`config.mk`:
```
export PLATFORM = sky130hd
export DESIGN_NAME = cvxif_issue_initiator
export DESIGN_NICKNAME = d
export VERILOG_FILES = /design/src/rtl/cvxif_issue_initiator.sv
export SDC_FILE = /design/constraint.sdc
export NUM_CORES = 1
export LEC_CHECK = 0
export BUFFER_PORTS_ARGS = -buffer_cell sky130_fd_sc_hd__buf_2
export CORE_AREA = 5 5 136 138
export DETAILED_ROUTE_END_ITERATION = 10
export DIE_AREA = 0 0 141 143
export PLACE_DENSITY = 0.78
export SYNTH_ARGS = -nofsm -noshare
export SYNTH_HDL_FRONTEND = slang
export SYNTH_SLANG_ARGS = --single-unit
export TNS_END_PERCENT = 5
```
`constraint.sdc`:
```
create_clock -name clk_i -period 3.37 [get_ports clk_i]
set_input_delay 0 -clock clk_i [delete_from_list [all_inputs] [get_ports clk_i]]
set_output_delay 0 -clock clk_i [all_outputs]
set_load 0.01 [all_outputs]
```
`src/rtl/cvxif_issue_initiator.sv`:
```
// CV-X-IF issue/commit/result initiator: offloads one decoded instruction at a time and
// tracks writeback IDs. Optional issue-wait timeout is enabled by CVXIF_ISSUE_TIMEOUT_EN.
module cvxif_issue_initiator #(
    parameter int unsigned XLEN           = 32,
    parameter int unsigned NB_OUTSTANDING = 4,
    parameter int unsigned ID_W           = $clog2(NB_OUTSTANDING),
    parameter int unsigned TIMEOUT_CYCLES = 64
) (
    input  logic            clk_i,
    input  logic            rst_i,
    input  logic            instr_valid_i,
    output logic            instr_ready_o,
    input  logic [31:0]     instr_i,
    input  logic [XLEN-1:0] rs1_i,
    input  logic [XLEN-1:0] rs2_i,
    input  logic [4:0]      rd_i,
    output logic            issue_valid_o,
    input  logic            issue_ready_i,
    output logic [31:0]     issue_instr_o,
    output logic [XLEN-1:0] issue_rs1_o,
    output logic [XLEN-1:0] issue_rs2_o,
    output logic [ID_W-1:0] issue_id_o,
    input  logic            issue_accept_i,
    input  logic            issue_writeback_i,
    input  logic            issue_exc_i,
    output logic            commit_valid_o,
    output logic [ID_W-1:0] commit_id_o,
    input  logic            result_valid_i,
    output logic            result_ready_o,
    input  logic [ID_W-1:0] result_id_i,
    input  logic [XLEN-1:0] result_data_i,
    input  logic            result_we_i,
    output logic            wb_valid_o,
    output logic [4:0]      wb_rd_o,
    output logic [XLEN-1:0] wb_data_o,
    output logic            illegal_o,
    output logic            busy_o
);

    typedef enum logic [0:0] {
        S_IDLE  = 1'b0,
        S_ISSUE = 1'b1
    } state_e;

    state_e                    state_q, state_d;
    logic [31:0]               instr_q, instr_d;
    logic [XLEN-1:0]           rs1_q, rs1_d;
    logic [XLEN-1:0]           rs2_q, rs2_d;
    logic [4:0]                rd_q, rd_d;
    logic [ID_W-1:0]           id_cnt_q, id_cnt_d;
    logic [NB_OUTSTANDING-1:0] tbl_valid_q, tbl_valid_d;
    logic [4:0]                tbl_rd_q [NB_OUTSTANDING];
    logic [4:0]                tbl_rd_d [NB_OUTSTANDING];
    logic                      commit_valid_q, commit_valid_d;
    logic [ID_W-1:0]           commit_id_q, commit_id_d;
    logic                      wb_valid_q, wb_valid_d;
    logic [4:0]                wb_rd_q, wb_rd_d;
    logic [XLEN-1:0]           wb_data_q, wb_data_d;
    logic                      illegal_q, illegal_d;
    logic                      result_ready_q;
    logic                      full_s;

`ifdef CVXIF_ISSUE_TIMEOUT_EN
    localparam int unsigned WAIT_W = $clog2(TIMEOUT_CYCLES + 1);
    logic [WAIT_W-1:0]         wait_q, wait_d;
`endif

    // The slot the next accepted writeback would claim is still in use.
    assign full_s = tbl_valid_q[id_cnt_q];

    assign instr_ready_o  = (state_q == S_IDLE) && !full_s;
    assign issue_valid_o  = (state_q == S_ISSUE);
    assign issue_instr_o  = instr_q;
    assign issue_rs1_o    = rs1_q;
    assign issue_rs2_o    = rs2_q;
    assign issue_id_o     = id_cnt_q;
    assign commit_valid_o = commit_valid_q;
    assign commit_id_o    = commit_id_q;
    assign result_ready_o = result_ready_q;
    assign wb_valid_o     = wb_valid_q;
    assign wb_rd_o        = wb_rd_q;
    assign wb_data_o      = wb_data_q;
    assign illegal_o      = illegal_q;
    assign busy_o         = (state_q == S_ISSUE) || (|tbl_valid_q);

    // Next-state, table update and output pulse computation.
    always_comb begin
        state_d        = state_q;
        instr_d        = instr_q;
        rs1_d          = rs1_q;
        rs2_d          = rs2_q;
        rd_d           = rd_q;
        id_cnt_d       = id_cnt_q;
        tbl_valid_d    = tbl_valid_q;
        tbl_rd_d       = tbl_rd_q;
        commit_valid_d = 1'b0;
        commit_id_d    = commit_id_q;
        wb_valid_d     = 1'b0;
        wb_rd_d        = wb_rd_q;
        wb_data_d      = wb_data_q;
        illegal_d      = 1'b0;
`ifdef CVXIF_ISSUE_TIMEOUT_EN
        wait_d         = wait_q;
`endif

        // Results for entries not in use are dropped without side effects.
        if (result_valid_i && tbl_valid_q[result_id_i]) begin
            tbl_valid_d[result_id_i] = 1'b0;
            if (result_we_i) begin
                wb_valid_d = 1'b1;
                wb_rd_d    = tbl_rd_q[result_id_i];
                wb_data_d  = result_data_i;
            end else begin
                wb_valid_d = 1'b0;
            end
        end else begin
            wb_valid_d = 1'b0;
        end

        case (state_q)
            S_IDLE: begin
                if (instr_valid_i && !full_s) begin
                    instr_d = instr_i;
                    rs1_d   = rs1_i;
                    rs2_d   = rs2_i;
                    rd_d    = rd_i;
                    state_d = S_ISSUE;
`ifdef CVXIF_ISSUE_TIMEOUT_EN
                    wait_d  = '0;
`endif
                end else begin
                    state_d = S_IDLE;
                end
            end
            S_ISSUE: begin
                if (issue_ready_i) begin
                    state_d = S_IDLE;
                    // Exceptions are reported later through the result, so exc does not block commit.
                    if (issue_accept_i) begin
                        commit_valid_d = 1'b1;
                        commit_id_d    = id_cnt_q;
                        id_cnt_d       = id_cnt_q + ID_W'(1);
                        if (issue_writeback_i) begin
                            tbl_valid_d[id_cnt_q] = 1'b1;
                            tbl_rd_d[id_cnt_q]    = rd_q;
                        end else begin
                            tbl_valid_d[id_cnt_q] = tbl_valid_q[id_cnt_q];
                        end
                    end else begin
                        illegal_d = 1'b1;
                    end
                end else begin
`ifdef CVXIF_ISSUE_TIMEOUT_EN
                    if (wait_q == WAIT_W'(TIMEOUT_CYCLES - 1)) begin
                        state_d   = S_IDLE;
                        illegal_d = 1'b1;
                    end else begin
                        wait_d = wait_q + WAIT_W'(1);
                    end
`else
                    state_d = S_ISSUE;
`endif
                end
            end
            default: begin
                state_d = S_IDLE;
            end
        endcase
    end

    // State and datapath registers with synchronous reset.
    always_ff @(posedge clk_i) begin
        if (rst_i) begin
            state_q        <= S_IDLE;
            instr_q        <= 32'd0;
            rs1_q          <= '0;
            rs2_q          <= '0;
            rd_q           <= 5'd0;
            id_cnt_q       <= '0;
            tbl_valid_q    <= '0;
            tbl_rd_q       <= '{default: 5'd0};
            commit_valid_q <= 1'b0;
            commit_id_q    <= '0;
            wb_valid_q     <= 1'b0;
            wb_rd_q        <= 5'd0;
            wb_data_q      <= '0;
            illegal_q      <= 1'b0;
            result_ready_q <= 1'b1;
`ifdef CVXIF_ISSUE_TIMEOUT_EN
            wait_q         <= '0;
`endif
        end else begin
            state_q        <= state_d;
            instr_q        <= instr_d;
            rs1_q          <= rs1_d;
            rs2_q          <= rs2_d;
            rd_q           <= rd_d;
            id_cnt_q       <= id_cnt_d;
            tbl_valid_q    <= tbl_valid_d;
            tbl_rd_q       <= tbl_rd_d;
            commit_valid_q <= commit_valid_d;
            commit_id_q    <= commit_id_d;
            wb_valid_q     <= wb_valid_d;
            wb_rd_q        <= wb_rd_d;
            wb_data_q      <= wb_data_d;
            illegal_q      <= illegal_d;
            result_ready_q <= 1'b1;
`ifdef CVXIF_ISSUE_TIMEOUT_EN
            wait_q         <= wait_d;
`endif
        end
    end

endmodule

```
# Yosys cells after proc, flatten, opt, wreduce, memory -nomap -nowiden

Cells that the tools add are included.

Bits of input ports: 144
Logic and storage cells: 74
Output and inout bits: 144
Register bits: 170

Bitwise operators: 8
Mux-type cells: 26
Order comparisons: 7
Add/subtract/negate cells: 1
Reduce and logical (&&, ||, !) cells: 15

Operators by type and width:

| cell               | count |
|---|---|
| $bwmux 20          | 1 |
| $mux 4             | 5 |
| $mux 5             | 3 |
| $bmux 5 s2         | 1 |
| $demux 5 s2        | 1 |
| $mux 1             | 9 |
| $ge 3x3->1 const B | 2 |
| $logic_and 1x1->1  | 6 |
| $lt 2x3->1 const B | 2 |
| $not 2->3          | 2 |
| $and 4x4->4        | 1 |
| $bmux 1 s2         | 2 |
| $bwmux 4           | 1 |
| $demux 1 s2        | 2 |
| $ge 2x1->1 const B | 2 |
| $not 4->4          | 1 |
| $or 4x4->4         | 1 |
| $reduce_and 2->1   | 2 |
| $reduce_and 4->1   | 1 |
| $reduce_or 4->1    | 1 |
| $lt 3x1->1 const B | 1 |
| $not 1->1          | 3 |
| $reduce_and 3->1   | 1 |
| $reduce_or 3->1    | 1 |
| other kinds (5)    | 5 |

# Depth between registers and ports, before layout

Depth in word-level cells: 12
Gate-level depth with buffers: 7
Mapped depth without buffers: 5

# Least setup slack after synthesis

OpenSTA, ideal clock, no wires.

Kind: reg2reg
Start: register id_cnt_q[0] (netlist: issue_id_o[0])
End: register instr_q[0] (netlist: issue_instr_o[0])
Buffers on the path: 2
Arrival time: 1,539 ps
Setup time: 143 ps
Required time: 3,227 ps
Clock period less this slack: 1,682 ps
Path slack: 1,688 ps
Stages on the path, launching flop included: 7
Cells stage by stage: dfxtp_1 > mux2_2 > o22a_1 > buf_4 > buf_6 > nand2_1 > a21oi_2

Word-level cells in the longest chain between the ends: 5

RTL lines:

| item                              | line | text |
|---|---|---|
| from (decl)                       | 50   | `logic [ID_W-1:0] id_cnt_q, id_cnt_d;` |
| from (signal assigned)            | 198  | `id_cnt_q <= id_cnt_d;` |
| $bmux 1 s2                        | 69   | `assign full_s = tbl_valid_q[id_cnt_q];` |
| $mux 1 (not written as such)      | 69   |  |
| $logic_not 1->1                   | 122  | `if (instr_valid_i && !full_s) begin` |
| $logic_and 1x1->1                 | 122  |  |
| $reduce_and 2->1 (no source line) | --   |  |
| to (signal assigned)              | 194  | `instr_q <= instr_d;` |
| to (decl)                         | 46   | `logic [31:0] instr_q, instr_d;` |

No other way between the ends. The select of a mux whose other input is x is not followed.
A chain may end at the register's enable or synchronous reset.

# Worst setup path in the final report

Start: register id_cnt_q[0] (netlist: issue_id_o[0])
End: register instr_q[18] (netlist: issue_instr_o[18])

Same word-level chain as after synthesis.

==> reports/qor.yml <==
global_routing:
  grt_pass1_wl_um: 33060
  track_usage_pct: 20.11
  grt_pass1_vias: 6698
  grt_max_degree: 105
  antenna_found_initial: 1
  grt_overflow: 0
timing:
  final.setup.tns_ns: 0
  clock.fmax_mhz: 485.2
  timing.final.crit_share_pct: 61.16
  fin_crit_ns: 2.061
  setup_viol: 0
  finalMaxSlewViolations: 0
  finalClockSkew_ns: 0.01002
  hold_viol_final: 0
  whs_ns: 0.02499
  rsz0062_at_grt: "false"
  setup_ws_ns: 1.309
  relSlewSlack_pct: 57.67
  tightest_slew_ns: 0.6349
logic_synthesis:
  ys_warn_count: 0
  netlist-cell-type-count: 34
  synth-seq-area-share_pct: 50.84
  synth_top_area_cell: "dfxtp_1"
  syn-instance-count: 724
  syn_area_per_cell_sq_um: 9.246
  syn_nets: 872
  synth.top_cell.area_share_pct: 50.84
  ys_top_cells_by_area: "dfxtp_1, nand2_1, mux2i_1, a21oi_2, a21oi_1"
  ys_seq_elements: 170
  netlist_area_sq_mm: 0.006694
die:
  std_cell_rows: 48
  die_h_um: 143
  die_area_sq_mm: 0.02016
  core_sq_mm: 0.01706
  start_util_pct: 39.25
  fp.dieW_um: 141
  io_pins: 288
cells_and_area:
  most-common-layout-cells: "buf_2, nand2_1, dfxtp_1"
  final_nets: 1266
  mostFrequentLayoutCell: "buf_2"
  drive_above_1_share_pct: 37.38
  syn_to_final_growth_pct: 49.74
  design_area_sq_mm: 0.01002
placement:
  dp_hpwl_um: 12320
  place_area_sq_mm: 0.008068
  pre_cts_ws_ns: 1.392
  place.gp.congestion: 0.8093
  io_buffers: 285
critical_path:
  reg2reg_setup_slack_ns: 1.31
  reg2reg_depth: 5
  startpoint_type: "register"
  critPathKind: "reg -> reg"
  cp.arrival_ns: 2.39
  worstPathRequired_ns: 3.70
  r2r_end: "issue_instr_o[18]"
  cp_max_fo: 101
  critPathCaptureType: "register"
  r2r_start: "issue_id_o[0]"
run:
  drv_cap: 0
detailed_routing:
  drtAntennaViolNets: 0
  dr.first_iter.drc_count: 361
  routed_wl_um: 20670
  wl_per_cell_um: 15.26
  dr_total_vias: 6524
  drtPass1Iterations: 5
  viasPerCell: 4.815
  remaining_drc_errors: 0
hold_path:
  hold_depth: 2
  min-delay-start: "rst_i"
  hold_path.class: "in -> reg"
  holdPathEnd: "commit_valid_o"
clocking:
  clock_sinks: 170
  clockBufferDepth: 2
  cts-root-buf: "clkbuf_16"
  clk_latency_ns: 0.42
  clkTransAtPathRegs_ns: 0.07
  cts_resized: 0
  cts_max_level: 4
  cts_tree: "done"
  post_cts_buffers: 0
  cts-buffers-inserted: 17
power_and_ir_drop:
  ir_drop_uv: 371.9
  p_leak_nw: 4.334
  powerDensity_mw_per_mm2: 469.6
run_status:
  status: "complete, no violations"
## flip-flops by register name (all words and copies together), names as in the netlist
name	flops
issue_rs2_o	32
issue_valid_o	1
wb_data_o	32
commit_valid_o	1
issue_rs1_o	32
commit_id_o	2
tbl_rd_q	20
wb_rd_o	5
illegal_o	1
rd_q	5
tbl_valid_q	4
issue_id_o	2
issue_instr_o	32
wb_valid_o	1
## per-layer routing
| metal | share of wire [%] | up-vias | track usage, % |
|---|---|---|---|
| met5 | 0 | - | 0 |
| met1 | 38 | 3017 | 22.19 |
| li1 | - | 3169 | - |
| met4 | 3.1 | 0 | 9.077 |
| met3 | 9.2 | 52 | 7.066 |
| met2 | 50 | 286 | 35.01 |
## critical path, cell delays in order (launching register included)
cell     delay, ns
dfxtp_1       0.47
mux2_2        0.42
o22ai_4       0.20
buf_12        0.42
nand2_1       0.15
a21oi_1       0.23
## repair_timing
action | in CTS | in global routing
setup endpoints to repair | 0 | 0
hold endpoints to repair | 139 | 0
hold buffers | 137 | 0
## cell usage after synthesis
cell,count
a21oi_1,71
a21oi_2,50
and2_1,1
and3_1,2
and4_1,1
buf_1,4
buf_12,5
buf_2,7
buf_4,4
buf_6,11
buf_8,4
clkbuf_1,16
conb_1,1
dfxtp_1,170
ha_1,4
inv_1,3
mux2_2,3
mux2i_1,44
mux4_2,5
nand2_1,195
nand2_2,40
nand2b_1,1
nand3_1,18
nand3b_1,3
nand4_1,3
nor2_1,45
nor3_1,2
o2111ai_1,1
o21ai_0,5
o22a_1,1
o22ai_2,1
o22ai_4,1
or3b_2,1
or3b_4,1
## where the power goes
part           switching (mW)  internal [mW]
clock network           0.825           1.12
registers              0.0453           2.09
logic                   0.327          0.304
## area by class of cell
type                            count  area (sq um)
Multi-Input combinational cell    500          2872
Clock inverter                     12         142.6
Tap cell                          225         281.5
Timing Repair Buffer              426          2872
Sequential cell                   170          3403
Antenna cell                        1         2.502
Clock buffer                       18         439.2
Inverter                            3         11.26
Fill cell                        1411          7033
## cell families (layout without fill, tap and decap cells)
family,count (synthesis),count (layout),share of synthesized area (%)
AND/OR/NAND/NOR,313,313,20.11
flip-flops,170,170,50.84
AO/OA/AOI/OAI,130,130,12.97
buffers and inverters,54,459,6.505
multiplexers,52,52,8.766
adder cells (fa/ha/maj),4,4,0.7477
other,1,2,0.05602
## per-stage QoR
step           power (mW)  utilization [%]  instances
2_1_floorplan       2.495                -        724
3_3_place_gp        2.661            47.30       1187
3_5_place_dp        2.672            47.30       1187
4_1_cts             4.747            58.75       1354
5_1_grt             4.901            58.77       1355
6_report            4.707            58.77       1355
## worst max path at each step
stage / from / endpoint / slack [ns]
after floorplan: issue_id_o[0] / issue_instr_o[0] / 1.69
after global placement: issue_id_o[0] / issue_rs1_o[24] / 1.40
after detailed placement: issue_id_o[0] / issue_rs1_o[24] / 1.39
after CTS: issue_id_o[0] / issue_rs1_o[24] / 1.39
after global routing: issue_id_o[0] / issue_instr_o[18] / 1.22
final: issue_id_o[0] / issue_instr_o[18] / 1.31
Note: power is estimated with default switching activity, not from simulation.
